### config.mk
export PLATFORM = sky130hd
export DESIGN_NAME = multicycle_controller_flat
export DESIGN_NICKNAME = d
export VERILOG_FILES = /design/src/rtl/multicycle_controller_if.sv /design/src/rtl/multicycle_controller.sv /design/src/flat_wrapper.sv
export SDC_FILE = /design/constraint.sdc
export NUM_CORES = 1
export LEC_CHECK = 0
export BUFFER_PORTS_ARGS = -buffer_cell sky130_fd_sc_hd__buf_2
export CORE_MARGIN = 1
export CORE_UTILIZATION = 42
export DETAILED_ROUTE_END_ITERATION = 7
export PLACE_DENSITY = 0.71
export SETUP_SLACK_MARGIN = 0.5
export SYNTH_ARGS = -nofsm -noshare
export SYNTH_HDL_FRONTEND = slang
export SYNTH_SLANG_ARGS = --single-unit
### constraint.sdc
create_clock -name clock -period 2.5 [get_ports clock]
set_clock_uncertainty 0.15 [all_clocks]
set_input_delay 0.25 -clock clock [delete_from_list [all_inputs] [get_ports clock]]
set_output_delay 0.25 -clock clock [all_outputs]
set_load 0.01 [all_outputs]
### src/rtl/multicycle_controller_if.sv
// Controller bundle: IR fields and memory handshake in, sequencing strobes and status out.
interface multicycle_controller_if #(
  parameter int COUNT_W = 32
);
  logic [5:0]         opcode;
  logic [5:0]         funct;
  logic               zero;
  logic               mem_ready;
  logic               pc_write;
  logic               ir_write;
  logic               mem_read;
  logic               mem_write;
  logic               reg_write;
  logic [1:0]         reg_dst;
  logic               mem_to_reg;
  logic               alu_src;
  logic [1:0]         alu_op;
  logic               i_format;
  logic               sftmd;
  logic               jr;
  logic               jmp;
  logic               jal;
  logic               branch;
  logic [2:0]         state;
  logic               instr_done;
  logic               bus_error;
  logic               illegal;
  logic [COUNT_W-1:0] instr_count;

  modport master (
    output opcode, funct, zero, mem_ready,
    input  pc_write, ir_write, mem_read, mem_write, reg_write, reg_dst, mem_to_reg,
           alu_src, alu_op, i_format, sftmd, jr, jmp, jal, branch, state,
           instr_done, bus_error, illegal, instr_count
  );

  modport slave (
    input  opcode, funct, zero, mem_ready,
    output pc_write, ir_write, mem_read, mem_write, reg_write, reg_dst, mem_to_reg,
           alu_src, alu_op, i_format, sftmd, jr, jmp, jal, branch, state,
           instr_done, bus_error, illegal, instr_count
  );
endinterface

### src/rtl/multicycle_controller.sv
// Minisys multi-cycle control unit: combinational decode, FETCH/DECODE/EXEC/MEM/WB sequencer,
// memory-wait watchdog and retired-instruction counter. Strobes are Mealy, same cycle.
module multicycle_controller #(
  parameter int MEM_TIMEOUT = 15,
  parameter bit FAST_JUMP   = 1'b1,
  parameter int COUNT_W     = 32
) (
  input logic                    clock,
  input logic                    reset,
  multicycle_controller_if.slave bus
);

  typedef enum logic [2:0] {
    S_FETCH  = 3'd0,
    S_DECODE = 3'd1,
    S_EXEC   = 3'd2,
    S_MEM    = 3'd3,
    S_WB     = 3'd4
  } state_t;

  localparam int              WD_W    = (MEM_TIMEOUT > 1) ? $clog2(MEM_TIMEOUT) : 1;
  localparam bit              WD_EN   = (MEM_TIMEOUT != 0);
  localparam logic [WD_W-1:0] WD_LAST = WD_W'(MEM_TIMEOUT - 1);

  state_t             r_state;
  state_t             w_next;
  logic [WD_W-1:0]    r_wd;
  logic               r_bus_error;
  logic               r_illegal;
  logic [COUNT_W-1:0] r_count;

  logic w_r_format, w_i_format, w_jr, w_jmp, w_jal, w_beq, w_bne, w_lw, w_sw;
  logic w_sftmd, w_legal, w_jump;
  logic w_waiting, w_timeout;
  logic w_pc_write, w_ir_write, w_mem_read, w_mem_write, w_reg_write;
  logic [1:0] w_reg_dst;
  logic w_mem_to_reg, w_alu_src, w_done, w_abort, w_illegal;

  assign w_r_format = (bus.opcode == 6'h00);
  assign w_i_format = (bus.opcode[5:3] == 3'b001);
  assign w_jr       = w_r_format && (bus.funct == 6'h08);
  assign w_jmp      = (bus.opcode == 6'h02);
  assign w_jal      = (bus.opcode == 6'h03);
  assign w_beq      = (bus.opcode == 6'h04);
  assign w_bne      = (bus.opcode == 6'h05);
  assign w_lw       = (bus.opcode == 6'h23);
  assign w_sw       = (bus.opcode == 6'h2B);
  assign w_sftmd    = w_r_format && (bus.funct inside {6'h00, 6'h02, 6'h03, 6'h04, 6'h06, 6'h07});
  assign w_legal    = w_r_format | w_i_format | w_jmp | w_jal | w_beq | w_bne | w_lw | w_sw;
  assign w_jump     = w_jmp | w_jal | w_jr;

  // Completion on the last allowed wait cycle wins over the abort.
  assign w_waiting  = ((r_state == S_FETCH) || (r_state == S_MEM)) && !bus.mem_ready;
  assign w_timeout  = WD_EN && w_waiting && (r_wd == WD_LAST);

  always_comb begin
    w_next       = r_state;
    w_pc_write   = 1'b0;
    w_ir_write   = 1'b0;
    w_mem_read   = 1'b0;
    w_mem_write  = 1'b0;
    w_reg_write  = 1'b0;
    w_reg_dst    = 2'd0;
    w_mem_to_reg = 1'b0;
    w_alu_src    = 1'b0;
    w_done       = 1'b0;
    w_abort      = 1'b0;
    w_illegal    = 1'b0;
    case (r_state)
      S_FETCH: begin
        w_mem_read = 1'b1;
        if (bus.mem_ready) begin
          w_ir_write = 1'b1;
          w_pc_write = 1'b1;
          w_next     = S_DECODE;
        end else if (w_timeout) begin
          w_abort = 1'b1;
          w_next  = S_FETCH;
        end
      end
      S_DECODE: begin
        if (!w_legal) begin
          w_illegal = 1'b1;
          w_next    = S_FETCH;
        end else if (FAST_JUMP && w_jump) begin
          w_pc_write = 1'b1;
          w_done     = 1'b1;
          if (w_jal) begin
            w_reg_write = 1'b1;
            w_reg_dst   = 2'd2;
          end
          w_next = S_FETCH;
        end else begin
          w_next = S_EXEC;
        end
      end
      S_EXEC: begin
        w_alu_src = w_i_format | w_lw | w_sw;
        if (w_beq || w_bne) begin
          w_pc_write = w_beq ? bus.zero : !bus.zero;
          w_done     = 1'b1;
          w_next     = S_FETCH;
        end else if (w_jump) begin
          w_pc_write = 1'b1;
          w_done     = 1'b1;
          if (w_jal) begin
            w_reg_write = 1'b1;
            w_reg_dst   = 2'd2;
          end
          w_next = S_FETCH;
        end else if (w_lw || w_sw) begin
          w_next = S_MEM;
        end else begin
          w_next = S_WB;
        end
      end
      S_MEM: begin
        w_mem_read  = w_lw;
        w_mem_write = w_sw;
        if (bus.mem_ready) begin
          w_done = w_sw;
          w_next = w_sw ? S_FETCH : S_WB;
        end else if (w_timeout) begin
          w_abort = 1'b1;
          w_next  = S_FETCH;
        end
      end
      S_WB: begin
        w_reg_write  = 1'b1;
        w_mem_to_reg = w_lw;
        w_reg_dst    = w_r_format ? 2'd1 : 2'd0;
        w_done       = 1'b1;
        w_next       = S_FETCH;
      end
      default: w_next = S_FETCH;
    endcase
  end

  always_ff @(posedge clock) begin
    if (reset) begin
      r_state     <= S_FETCH;
      r_wd        <= '0;
      r_bus_error <= 1'b0;
      r_illegal   <= 1'b0;
      r_count     <= '0;
    end else begin
      r_state     <= w_next;
      r_bus_error <= w_abort;
      r_illegal   <= w_illegal;
      if ((w_next != r_state) || w_abort) begin
        r_wd <= '0;
      end else if (WD_EN && w_waiting) begin
        r_wd <= r_wd + 1'b1;
      end
      if (w_done) begin
        r_count <= r_count + 1'b1;
      end
    end
  end

  // Strobes are squashed during reset so an interrupted write never reaches memory.
  assign bus.pc_write    = w_pc_write   & ~reset;
  assign bus.ir_write    = w_ir_write   & ~reset;
  assign bus.mem_read    = w_mem_read   & ~reset;
  assign bus.mem_write   = w_mem_write  & ~reset;
  assign bus.reg_write   = w_reg_write  & ~reset;
  assign bus.reg_dst     = reset ? 2'd0 : w_reg_dst;
  assign bus.mem_to_reg  = w_mem_to_reg & ~reset;
  assign bus.alu_src     = w_alu_src    & ~reset;
  assign bus.instr_done  = w_done       & ~reset;

  assign bus.alu_op      = {w_r_format | w_i_format, w_beq | w_bne};
  assign bus.i_format    = w_i_format;
  assign bus.sftmd       = w_sftmd;
  assign bus.jr          = w_jr;
  assign bus.jmp         = w_jmp;
  assign bus.jal         = w_jal;
  assign bus.branch      = w_beq;
  assign bus.state       = r_state;
  assign bus.bus_error   = r_bus_error;
  assign bus.illegal     = r_illegal;
  assign bus.instr_count = r_count;

endmodule

### src/flat_wrapper.sv
// flat-port wrapper written by rule: the top's interface ports become plain ports
module multicycle_controller_flat 
#(
  parameter int MEM_TIMEOUT = 15,
  parameter bit FAST_JUMP   = 1'b1,
  parameter int COUNT_W     = 32
)
  (clock, reset, bus_opcode, bus_funct, bus_zero, bus_mem_ready, bus_pc_write, bus_ir_write, bus_mem_read, bus_mem_write, bus_reg_write, bus_reg_dst, bus_mem_to_reg, bus_alu_src, bus_alu_op, bus_i_format, bus_sftmd, bus_jr, bus_jmp, bus_jal, bus_branch, bus_state, bus_instr_done, bus_bus_error, bus_illegal, bus_instr_count);
  multicycle_controller_if #(.COUNT_W(COUNT_W)) bus_i ();
  input logic clock;
  input logic reset;
  input wire logic [$bits(bus_i.opcode)-1:0] bus_opcode;
  input wire logic [$bits(bus_i.funct)-1:0] bus_funct;
  input wire logic [$bits(bus_i.zero)-1:0] bus_zero;
  input wire logic [$bits(bus_i.mem_ready)-1:0] bus_mem_ready;
  output wire logic [$bits(bus_i.pc_write)-1:0] bus_pc_write;
  output wire logic [$bits(bus_i.ir_write)-1:0] bus_ir_write;
  output wire logic [$bits(bus_i.mem_read)-1:0] bus_mem_read;
  output wire logic [$bits(bus_i.mem_write)-1:0] bus_mem_write;
  output wire logic [$bits(bus_i.reg_write)-1:0] bus_reg_write;
  output wire logic [$bits(bus_i.reg_dst)-1:0] bus_reg_dst;
  output wire logic [$bits(bus_i.mem_to_reg)-1:0] bus_mem_to_reg;
  output wire logic [$bits(bus_i.alu_src)-1:0] bus_alu_src;
  output wire logic [$bits(bus_i.alu_op)-1:0] bus_alu_op;
  output wire logic [$bits(bus_i.i_format)-1:0] bus_i_format;
  output wire logic [$bits(bus_i.sftmd)-1:0] bus_sftmd;
  output wire logic [$bits(bus_i.jr)-1:0] bus_jr;
  output wire logic [$bits(bus_i.jmp)-1:0] bus_jmp;
  output wire logic [$bits(bus_i.jal)-1:0] bus_jal;
  output wire logic [$bits(bus_i.branch)-1:0] bus_branch;
  output wire logic [$bits(bus_i.state)-1:0] bus_state;
  output wire logic [$bits(bus_i.instr_done)-1:0] bus_instr_done;
  output wire logic [$bits(bus_i.bus_error)-1:0] bus_bus_error;
  output wire logic [$bits(bus_i.illegal)-1:0] bus_illegal;
  output wire logic [$bits(bus_i.instr_count)-1:0] bus_instr_count;
  assign bus_i.opcode = bus_opcode;
  assign bus_i.funct = bus_funct;
  assign bus_i.zero = bus_zero;
  assign bus_i.mem_ready = bus_mem_ready;
  assign bus_pc_write = bus_i.pc_write;
  assign bus_ir_write = bus_i.ir_write;
  assign bus_mem_read = bus_i.mem_read;
  assign bus_mem_write = bus_i.mem_write;
  assign bus_reg_write = bus_i.reg_write;
  assign bus_reg_dst = bus_i.reg_dst;
  assign bus_mem_to_reg = bus_i.mem_to_reg;
  assign bus_alu_src = bus_i.alu_src;
  assign bus_alu_op = bus_i.alu_op;
  assign bus_i_format = bus_i.i_format;
  assign bus_sftmd = bus_i.sftmd;
  assign bus_jr = bus_i.jr;
  assign bus_jmp = bus_i.jmp;
  assign bus_jal = bus_i.jal;
  assign bus_branch = bus_i.branch;
  assign bus_state = bus_i.state;
  assign bus_instr_done = bus_i.instr_done;
  assign bus_bus_error = bus_i.bus_error;
  assign bus_illegal = bus_i.illegal;
  assign bus_instr_count = bus_i.instr_count;
  multicycle_controller #(.MEM_TIMEOUT(MEM_TIMEOUT), .FAST_JUMP(FAST_JUMP), .COUNT_W(COUNT_W)) u_core (.clock(clock), .reset(reset), .bus(bus_i));
endmodule
==> results.yml <==
routing:
  firstDrtPassIters: 5
  antenna_left: 0
  vias: 2902
  vias_per_cell: 6.188
  drt_drc_violations_left: 0
  wl_mm: 7.938
  first_iter_violations: 350
  wl_per_cell_um: 16.93
clock_tree:
  numCtsBuffers: 5
  insertion_delay_ns: 0.30
  hold_buffers: 0
  cts_tree: "yes"
  cts.path.max_buffers: 2
  clk_pin_slew_ns: 0.08
  htreeDepth: 2
  root_buffer: "clkbuf_8"
  cts_sinks: 41
die:
  die_h_um: 77.20
  std_cell_rows: 27
  die-area_mm2: 0.005959
  ios: 71
  start_util: 0.4339
  die_w_um: 77.20
  core_mm2: 0.005473
grt:
  grt_pass1_wl_mm: 11.94
  antenna_found_initial: 0
  grt_pass1_vias: 2571
  grt_usage: 0.2480
  grt_max_degree: 40
  grt_overflow: 0
synth:
  synth_ff_type: "dfxtp_1"
  synth_cell_types: 40
  syn_inst: 302
  synth_async_sr_flop_share: 0
  yosysTopAreaCell: "dfxtp_1"
  netlist.area_leader.share: 0.3456
  syn_avg_cell_area_um2: 7.864
  netlist_area_mm2: 0.002375
  yosysSeqAreaShare: 0.3456
  synth_edf_count: 0
  synthTopCellsByArea: "dfxtp_1, a21oi_1, o31ai_1"
  synth-seq-cells: 41
  yosys_warnings: 0
  syn-num-nets: 321
cells_and_area:
  final_util: 0.6280
  regArea_um2: 837.1
  nFillCells: 465
  multiInputGateArea_mm2: 0.001772
  areaGrowthSynthToFinish_pct: 44.73
  drive_gt1_frac: 0.4055
  diodes: 0
  final_nets: 415
run_status:
  status: "finished, final reports clean"
sta:
  max_freq_mhz: 434.1
  slew_violations: 0
  fin_crit_sh: 0.9214
  tightestPinTransition_ns: 0.4576
  tns_ns: 0
  rsz0062_at_grt: "yes"
  slew_headroom: 0.6950
  final-hold-violation-count: 0
  fin_crit_ns: 2.303
  setup_viol_count_final: 0
power_and_ir_drop:
  p_per_area_mw_per_mm2: 357.3
  vdd.ir_drop.worst_mv: 0.2328
  leakage_nw: 1.311
  pwr-share-seq: 0.536
  intPower_mw: 0.9056
  power_switching_mw: 0.3226
  pwr-share-comb: 0.111
  p_clk_frac: 0.353
  sw_frac_of_total: 0.2626
critical_path:
  path_class: "reg2reg"
  cp.arrival_ns: 2.37
  start_kind: "flop"
  cp.required_ns: 2.57
  end_kind: "flop"
  worstPathMaxFanout: 7
worst_hold_path:
  hold_path_class: "in2reg"
run:
  maxCapViolCount: 0
placed_design:
  place.gp.congestion: 0.8335
  dp_hpwl_mm: 4.335
  io_buffers: 70
==> path summary, 6_finish.rpt <==
check	from	slack [ns]	cells after the start	end
min reg2reg	u_core.r_wd[3]$_SDFFE_PP0P_	0.32	2	u_core.bus.bus_error$_SDFF_PP0_
min	reset	0.16	3	u_core.bus.state[1]$_SDFF_PP0_
max	u_core.bus.state[2]$_SDFF_PP0_	0.20	7	u_core.bus.instr_count[27]$_SDFFE_PP0N_
max reg2reg	u_core.bus.state[2]$_SDFF_PP0_	0.20	7	u_core.bus.instr_count[27]$_SDFFE_PP0N_
==> metrics by stage <==
stage | cells | total power, mW | cell area (um^2) | setup slack (ns) | hold slack, ns
floorplan | 302 | 0.7426 | 2429 | 0.3073 | 0.2655
global placement | 435 | 0.7769 | 2829 | 0.1294 | 0.3136
detailed placement | 435 | 0.7791 | 2829 | 0.03069 | 0.3117
CTS | 461 | 1.212 | 3206 | 0.2824 | 0.1587
global route | 469 | 1.273 | 3437 | 0.1363 | 0.1582
finish | 469 | 1.228 | 3437 | 0.1966 | 0.1601
==> final cells by class <==
type,instances,area share
multi-input cells,241,0.5155
well taps,72,0.02621
repair buffers,102,0.1849
clock buffers,7,0.02221
clock inverters,1,0.002184
flip-flops and latches,41,0.2435
inverters,5,0.005460
==> critical path: stages (launching register included) <==
cell	delay, ns
dfxtp_2	0.33
buf_6	0.13
a2111oi_4	0.36
nand3_2	0.14
buf_4	0.18
a22o_2	0.32
or4_1	0.44
a21oi_1	0.18
==> cells by family after synthesis <==
kind of cell	Yosys count	share of synthesized area
xor+xnor	6	0.02213
buf+inv	26	0.05321
mux	1	0.004215
compound gates	80	0.2044
flops	41	0.3456
fa+ha+maj	3	0.01581
simple gates	145	0.3546
==> routing by layer <==
| metal | track usage | part of all wire |
|---|---|---|
| met5 | 0 | 0 |
| met4 | 0.1208 | 0.023 |
| met3 | 0.05000 | 0.064 |
| met2 | 0.3982 | 0.48 |
| met1 | 0.3144 | 0.43 |
==> power by group through the flow <==
stage	logic (mW)	clock network, mW	registers [mW]
2_1_floorplan	0.0673	0	0.675
3_3_place_gp	0.102	0	0.675
3_5_place_dp	0.104	0	0.675
4_1_cts	0.122	0.431	0.659
5_1_grt	0.144	0.469	0.659
6_report	0.136	0.433	0.659
==> sequential cells by signal, indices dropped and copies added, names as in the netlist <==
signal and count:
u_core.r_wd 4, u_core.bus.illegal 1, u_core.bus.instr_count 32, u_core.bus.bus_error 1, u_core.bus.state 3
==> Yosys cell counts, drive strengths merged (6+ instances only) <==
cell type,count
nand3,19
buf,9
and3,10
or4,16
a21oi,34
nand4,14
o31ai,16
o21ai,16
nor3,6
nor2,21
nand2,19
or3,16
clkbuf,12
dfxtp,41
==> what timing repair did <==
item                                   in CTS  in global routing
endpoints found under the hold margin       0                  0
setup buffers                              13                  7
pin swaps                                  22                  6
resized for setup                          34                 32
gates cloned                                5                  1
setup endpoints to repair                  36                 39
==> cell usage in the layout (no fill, tap or decap), types with 3 or more instances in the layout <==
master / n
nand4_1: 14
o21ai_0: 11
o21ai_1: 4
a31oi_1: 4
xor2_1: 4
nor2_1: 20
a21oi_1: 31
a22o_4: 5
buf_6: 6
o31ai_2: 7
buf_2: 66
and2_1: 3
o31ai_1: 7
buf_4: 29
or3_1: 15
dfxtp_1: 32
nand2_1: 19
and3_1: 9
clkbuf_8: 5
nor3_1: 4
dfxtp_2: 7
inv_1: 5
nand3_1: 17
nor2b_1: 4
or4_1: 15
ha_1: 3
Note: power is estimated with default switching activity, not from simulation.
